==> src/rtl/tdm_demux.sv <==
// tdm_demux: receive end of the N:1 TDM link. Samples arrive one per cycle
// (when DV is high) on a shared bus, slot 0 marked by FS. A slot counter
// tracks position in the frame, alignment is checked on every accepted
// sample, and each sample is registered into its channel of Y.
//
// Parameters:
//   W        sample width in bits
//   N        channels per frame (2..16)
// Ports:
//   CLK      rising-edge clock
//   RST_N    asynchronous active-low reset
//   D        sample data, qualified by DV
//   DV       sample valid
//   FS       frame sync, qualified by DV, marks slot 0
//   CLR_ERR  synchronous clear of ERR (a coinciding new error wins)
//   Y        channel registers, channel c at Y[c*W +: W]
//   YV       per-channel one-cycle update strobe
//   FV       one-cycle pulse when a complete frame has been delivered
//   LOCKED   frame alignment acquired
//   ERR      sticky alignment-error flag
//
// Build option:
//   TDM_DEMUX_SHADOW_EN  samples collect in shadow registers and all of Y
//                        loads at once on the last slot of a frame.

module tdm_demux #(
   parameter int unsigned W = 8,
   parameter int unsigned N = 4
) (
   input  logic             CLK,
   input  logic             RST_N,
   input  logic [W-1:0]     D,
   input  logic             DV,
   input  logic             FS,
   input  logic             CLR_ERR,
   output logic [N*W-1:0]   Y,
   output logic [N-1:0]     YV,
   output logic             FV,
   output logic             LOCKED,
   output logic             ERR
);

   localparam int unsigned CNT_W = (N > 1) ? $clog2(N) : 1;
   localparam logic [CNT_W-1:0] LAST_SLOT = CNT_W'(N - 1);

   localparam logic ST_UNLOCKED = 1'b0;
   localparam logic ST_LOCKED   = 1'b1;

   logic             state_q;
   logic             state_d;
   logic [CNT_W-1:0] cnt_q;
   logic [CNT_W-1:0] cnt_d;
   logic             wr_en;
   logic [CNT_W-1:0] wr_slot;
   logic             wr_last;
   logic             set_err;

   // Frame alignment tracking: decides whether the current sample is
   // written, into which slot, and what the counter/state become.
   always_comb begin
      state_d = state_q;
      cnt_d   = cnt_q;
      wr_en   = 1'b0;
      wr_slot = '0;
      set_err = 1'b0;
      if (DV) begin
         case (state_q)
            ST_UNLOCKED: begin
               if (FS) begin
                  wr_en   = 1'b1;
                  cnt_d   = CNT_W'(1);
                  state_d = ST_LOCKED;
               end
            end
            default: begin
               if (FS) begin
                  // Normal frame start or early sync; either way restart at
                  // slot 0. The partial frame is dropped simply because its
                  // last slot is never reached.
                  wr_en   = 1'b1;
                  cnt_d   = CNT_W'(1);
                  set_err = (cnt_q != '0);
               end else if (cnt_q != '0) begin
                  wr_en   = 1'b1;
                  wr_slot = cnt_q;
                  cnt_d   = (cnt_q == LAST_SLOT) ? '0 : cnt_q + CNT_W'(1);
               end else begin
                  // Missing sync: sample discarded, alignment lost.
                  set_err = 1'b1;
                  state_d = ST_UNLOCKED;
                  cnt_d   = '0;
               end
            end
         endcase
      end
   end

   // Slot 0 is never the last slot for N >= 2, so an FS write cannot
   // complete a frame.
   assign wr_last = wr_en && (wr_slot == LAST_SLOT);
   assign LOCKED  = (state_q == ST_LOCKED);

   always_ff @(posedge CLK or negedge RST_N) begin
      if (!RST_N) begin
         state_q <= ST_UNLOCKED;
         cnt_q   <= '0;
         FV      <= 1'b0;
         ERR     <= 1'b0;
      end else begin
         state_q <= state_d;
         cnt_q   <= cnt_d;
         FV      <= wr_last;
         if (set_err) begin
            ERR <= 1'b1;
         end else if (CLR_ERR) begin
            ERR <= 1'b0;
         end
      end
   end

`ifdef TDM_DEMUX_SHADOW_EN
   logic [N*W-1:0] shadow_q;

   // Y only changes on frame completion; the last sample bypasses the
   // shadow so the whole frame lands in the same output cycle.
   always_ff @(posedge CLK or negedge RST_N) begin
      if (!RST_N) begin
         shadow_q <= '0;
         Y        <= '0;
         YV       <= '0;
      end else begin
         YV <= '0;
         if (wr_en) begin
            for (int unsigned c = 0; c < N; c++) begin
               if (wr_slot == CNT_W'(c)) begin
                  shadow_q[c*W +: W] <= D;
               end
            end
            if (wr_last) begin
               Y  <= {D, shadow_q[(N-1)*W-1:0]};
               YV <= '1;
            end
         end
      end
   end
`else
   always_ff @(posedge CLK or negedge RST_N) begin
      if (!RST_N) begin
         Y  <= '0;
         YV <= '0;
      end else begin
         YV <= '0;
         for (int unsigned c = 0; c < N; c++) begin
            if (wr_en && (wr_slot == CNT_W'(c))) begin
               Y[c*W +: W] <= D;
               YV[c]       <= 1'b1;
            end
         end
      end
   end
`endif

endmodule

==> config.mk <==
export PLATFORM = sky130hd
export DESIGN_NAME = tdm_demux
export DESIGN_NICKNAME = d
export VERILOG_FILES = /design/src/rtl/tdm_demux.sv
export SDC_FILE = /design/constraint.sdc
export NUM_CORES = 1
export LEC_CHECK = 0
export BUFFER_PORTS_ARGS = -buffer_cell sky130_fd_sc_hd__buf_4
export CAP_MARGIN = 25
export CORE_AREA = 2 2 64 66
export DETAILED_ROUTE_END_ITERATION = 6
export DIE_AREA = 0 0 66 68
export HOLD_SLACK_MARGIN = 0.1
export PLACE_DENSITY = 0.83
export RECOVER_POWER = 25
export SYNTH_ARGS = -nofsm -noshare
export SYNTH_HDL_FRONTEND = slang
export SYNTH_SLANG_ARGS = --single-unit
==> constraint.sdc <==
create_clock -name CLK -period 2.1 [get_ports CLK]
set_input_delay 0.63 -clock CLK [delete_from_list [all_inputs] [get_ports CLK]]
set_output_delay 0.63 -clock CLK [all_outputs]
set_load 0.1 [all_outputs]
==> results.md <==
* Largest family of logic cells by synthesized area: multiplexers
* Area grow syn2layout at 42.6%
* Synth Area in Simple Gates at 5.97%
* Syn_nets at 124
* Global route overflow at 0
* Final min period at 2.04 ns
* Post-Syn Area per Cell at 15.1 um2
* GRT Util Overall at 17.0%
* Slew Viols, Final at 0
* Hold_buf cts at 0
* Ys Warns at 0
* Final Hold Viols at 0
* CP Capture Type: flop
* Slowest stage delay, CP at 0.38 ns
* DR pass1 iterations at 4
* DIE AREA at 4490 um2
* Post-Syn Instances at 108
* Slew margin rel. at 36.1%
* Compound-Gate Fraction of Synth Area at 5.74%
* Routed via count at 1129
* First-pass GRT wire length at 5.51 mm
* Worst hold slack at 0.478 ns
* WP data required at 2.28 ns
* Post-route setup TNS at 0 ns
* Xor/xnor share of the synthesized area at 0%
* Netlist cell types at 27
* # IOs at 52
* Port Buf Inserts at 51
* Root buffer cell: clkbuf_8
* Kind of critical path: flop to flop
* Core ar. at 3860 um2
* Drt wl/cell at 15.7 um
* Most common cell after layout, fill and taps aside: buf_4
* Mapped Area at 1630 um2
* Top FF cell, synth: dfrtp_1
* Post-route ant nets at 0
* Die width at 66 um
* Vias per cell at 5.04
* Vias in the first global route at 1159
* RSZ-0062 raised after global routing: false
* Clk sinks at 40
* R2r startpoint: cnt_q[0]$_DFFE_PN0P_
* Placement Rows at 23
* Slowest-stage cell, CP: dfrtp_1
* Routability cong. at 0.715
* Crit share post-route at 97.0%
* Worst r2r dst: Y[30]$_DFFE_PN0P_
* CTS tree: built
* Post-detail-place hpwl at 2.58 mm
* Crit-path max FO at 6
* Max Cap Viol at 0
* CP cell instances: inv_1, ha_1, ha_4, a21bo_4, nor4_4, buf_6, mux2_1
* Register area share after synthesis at 61.3%
* Final wirelength at 3.52 mm
* Pin count of the biggest net entering global routing at 41
* Critical path arrival at 2.21 ns
* H-Tree Depth at 2
* Fmax at 491 MHz
* Skew-Pair Late Insertion Delay at 0.29 ns
* Setup violators final at 0
* Residual DRC at 0
* EDFF count, synth at 0
* Post-synthesis adder-cell area fraction at 2.30%
* Reg clk slew, reported paths at 0.08 ns
* Setup Skew at 0.00516 ns
* Initial DRC Count at 31
* Initial cell density of the core at 42.4%
* Final Net Count at 189
* Clock tree buffer depth at 2
* CTS buffer count at 5
* Status: finished clean
* ANT cells at 0
* Mux contribution to synthesized area at 22.1%
* Die H at 68 um
* Most frequent cells in the layout: 60 x buf_4, 39 x dfrtp_1, 24 x mux2_2
* Layout cells sized above 1 at 63.2%
* Ys async rst share at 100%
* Fillers at 305
* Worst-Margin Slew at 0.959 ns
* FF-to-FF setup slack at 0.06 ns
* Initial antenna violation count at 0
* Worst reg-to-reg path cell count at 7
* Worst setup SP type: flop
* Yosys reg bits at 40
* Worst min path class: input pin to asynchronous set/reset pin
-- layout make-up --
cell class / count / area (um2) / share of cell area (%)
multi-input cells: 58 / 649 / 27.9
well taps: 50 / 62.6 / 2.69
inverters: 6 / 27.5 / 1.18
clock buffers: 6 / 82.6 / 3.54
clock inverters: 2 / 38.8 / 1.66
flip-flops and latches: 40 / 1000 / 43.0
repair buffers: 62 / 467 / 20.0
-- per-layer routing --
layer / part of all wire [%] / track usage [%]
met2: 54 / 29.0
met5: 0 / 0
met1: 40 / 19.6
met4: 2.4 / 8.93
met3: 4.1 / 4.77
-- per-stage QoR --
stage	cell area (um2)	utilization [%]	setup slack, ns	cells
detailed placement	2170	56.3	-0.0336	213
floorplan	1710	-	-0.101	108
CTS	2290	59.4	0.00234	221
global route	2330	60.4	0.0224	224
global placement	2170	56.3	0.0142	213
finish	2330	60.4	0.0639	224
-- state kept, by name, indices dropped and copies added (netlist names) --
| name | cells |
|---|---|
| cnt_q | 2 |
| LOCKED | 1 |
| FV | 1 |
| YV | 3 |
| Y | 32 |
| ERR | 1 |
-- worst max-delay path, delay by kind of cell (launching register included) --
| family | cells | cell delay [ns] |
|---|---|---|
| mux | 1 | 0.32 |
| flops | 1 | 0.38 |
| simple gates | 1 | 0.27 |
| buf+inv | 2 | 0.27 |
| compound gates | 1 | 0.23 |
| fa+ha+maj | 2 | 0.46 |
-- cell usage after synthesis (2+ instances only) --
library cell	number	area (um2)
dfrtp_1	40	1000
mux2_2	31	349
inv_1	6	22.5
ha_1	3	37.5
a21oi_1	2	10.0
nand3b_1	2	15.0
nor2b_1	2	12.5
nor4_4	2	42.5
o21ai_0	2	10.0
-- cell families (layout without fill, tap and decap cells) --
kind of cell	count (synthesis)	after routing
compound gates	12	12
fa+ha+maj	3	3
buf+inv	10	76
flops	40	40
mux	32	32
simple gates	11	11
-- repair_timing --
action,4_1_cts,5_1_grt
resized for setup,0,4
setup endpoints to repair,0,21
setup buffers,0,3
hold endpoints to repair,0,0
-- worst max path at each step --
stage	from	end	slack [ns]	cells after the start
floorplan	FS	Y[30]$_DFFE_PN0P_	-0.10	6
global placement	FS	Y[30]$_DFFE_PN0P_	0.01	7
detailed placement	FS	Y[4]$_DFFE_PN0P_	-0.03	6
CTS	cnt_q[0]$_DFFE_PN0P_	Y[4]$_DFFE_PN0P_	0.002	6
global route	cnt_q[0]$_DFFE_PN0P_	Y[30]$_DFFE_PN0P_	0.02	7
finish	cnt_q[0]$_DFFE_PN0P_	Y[30]$_DFFE_PN0P_	0.06	7
Power is left out: the tool's default activity adds up to more than one toggle a clock period on the data nets, which glitch-free logic cannot reach.
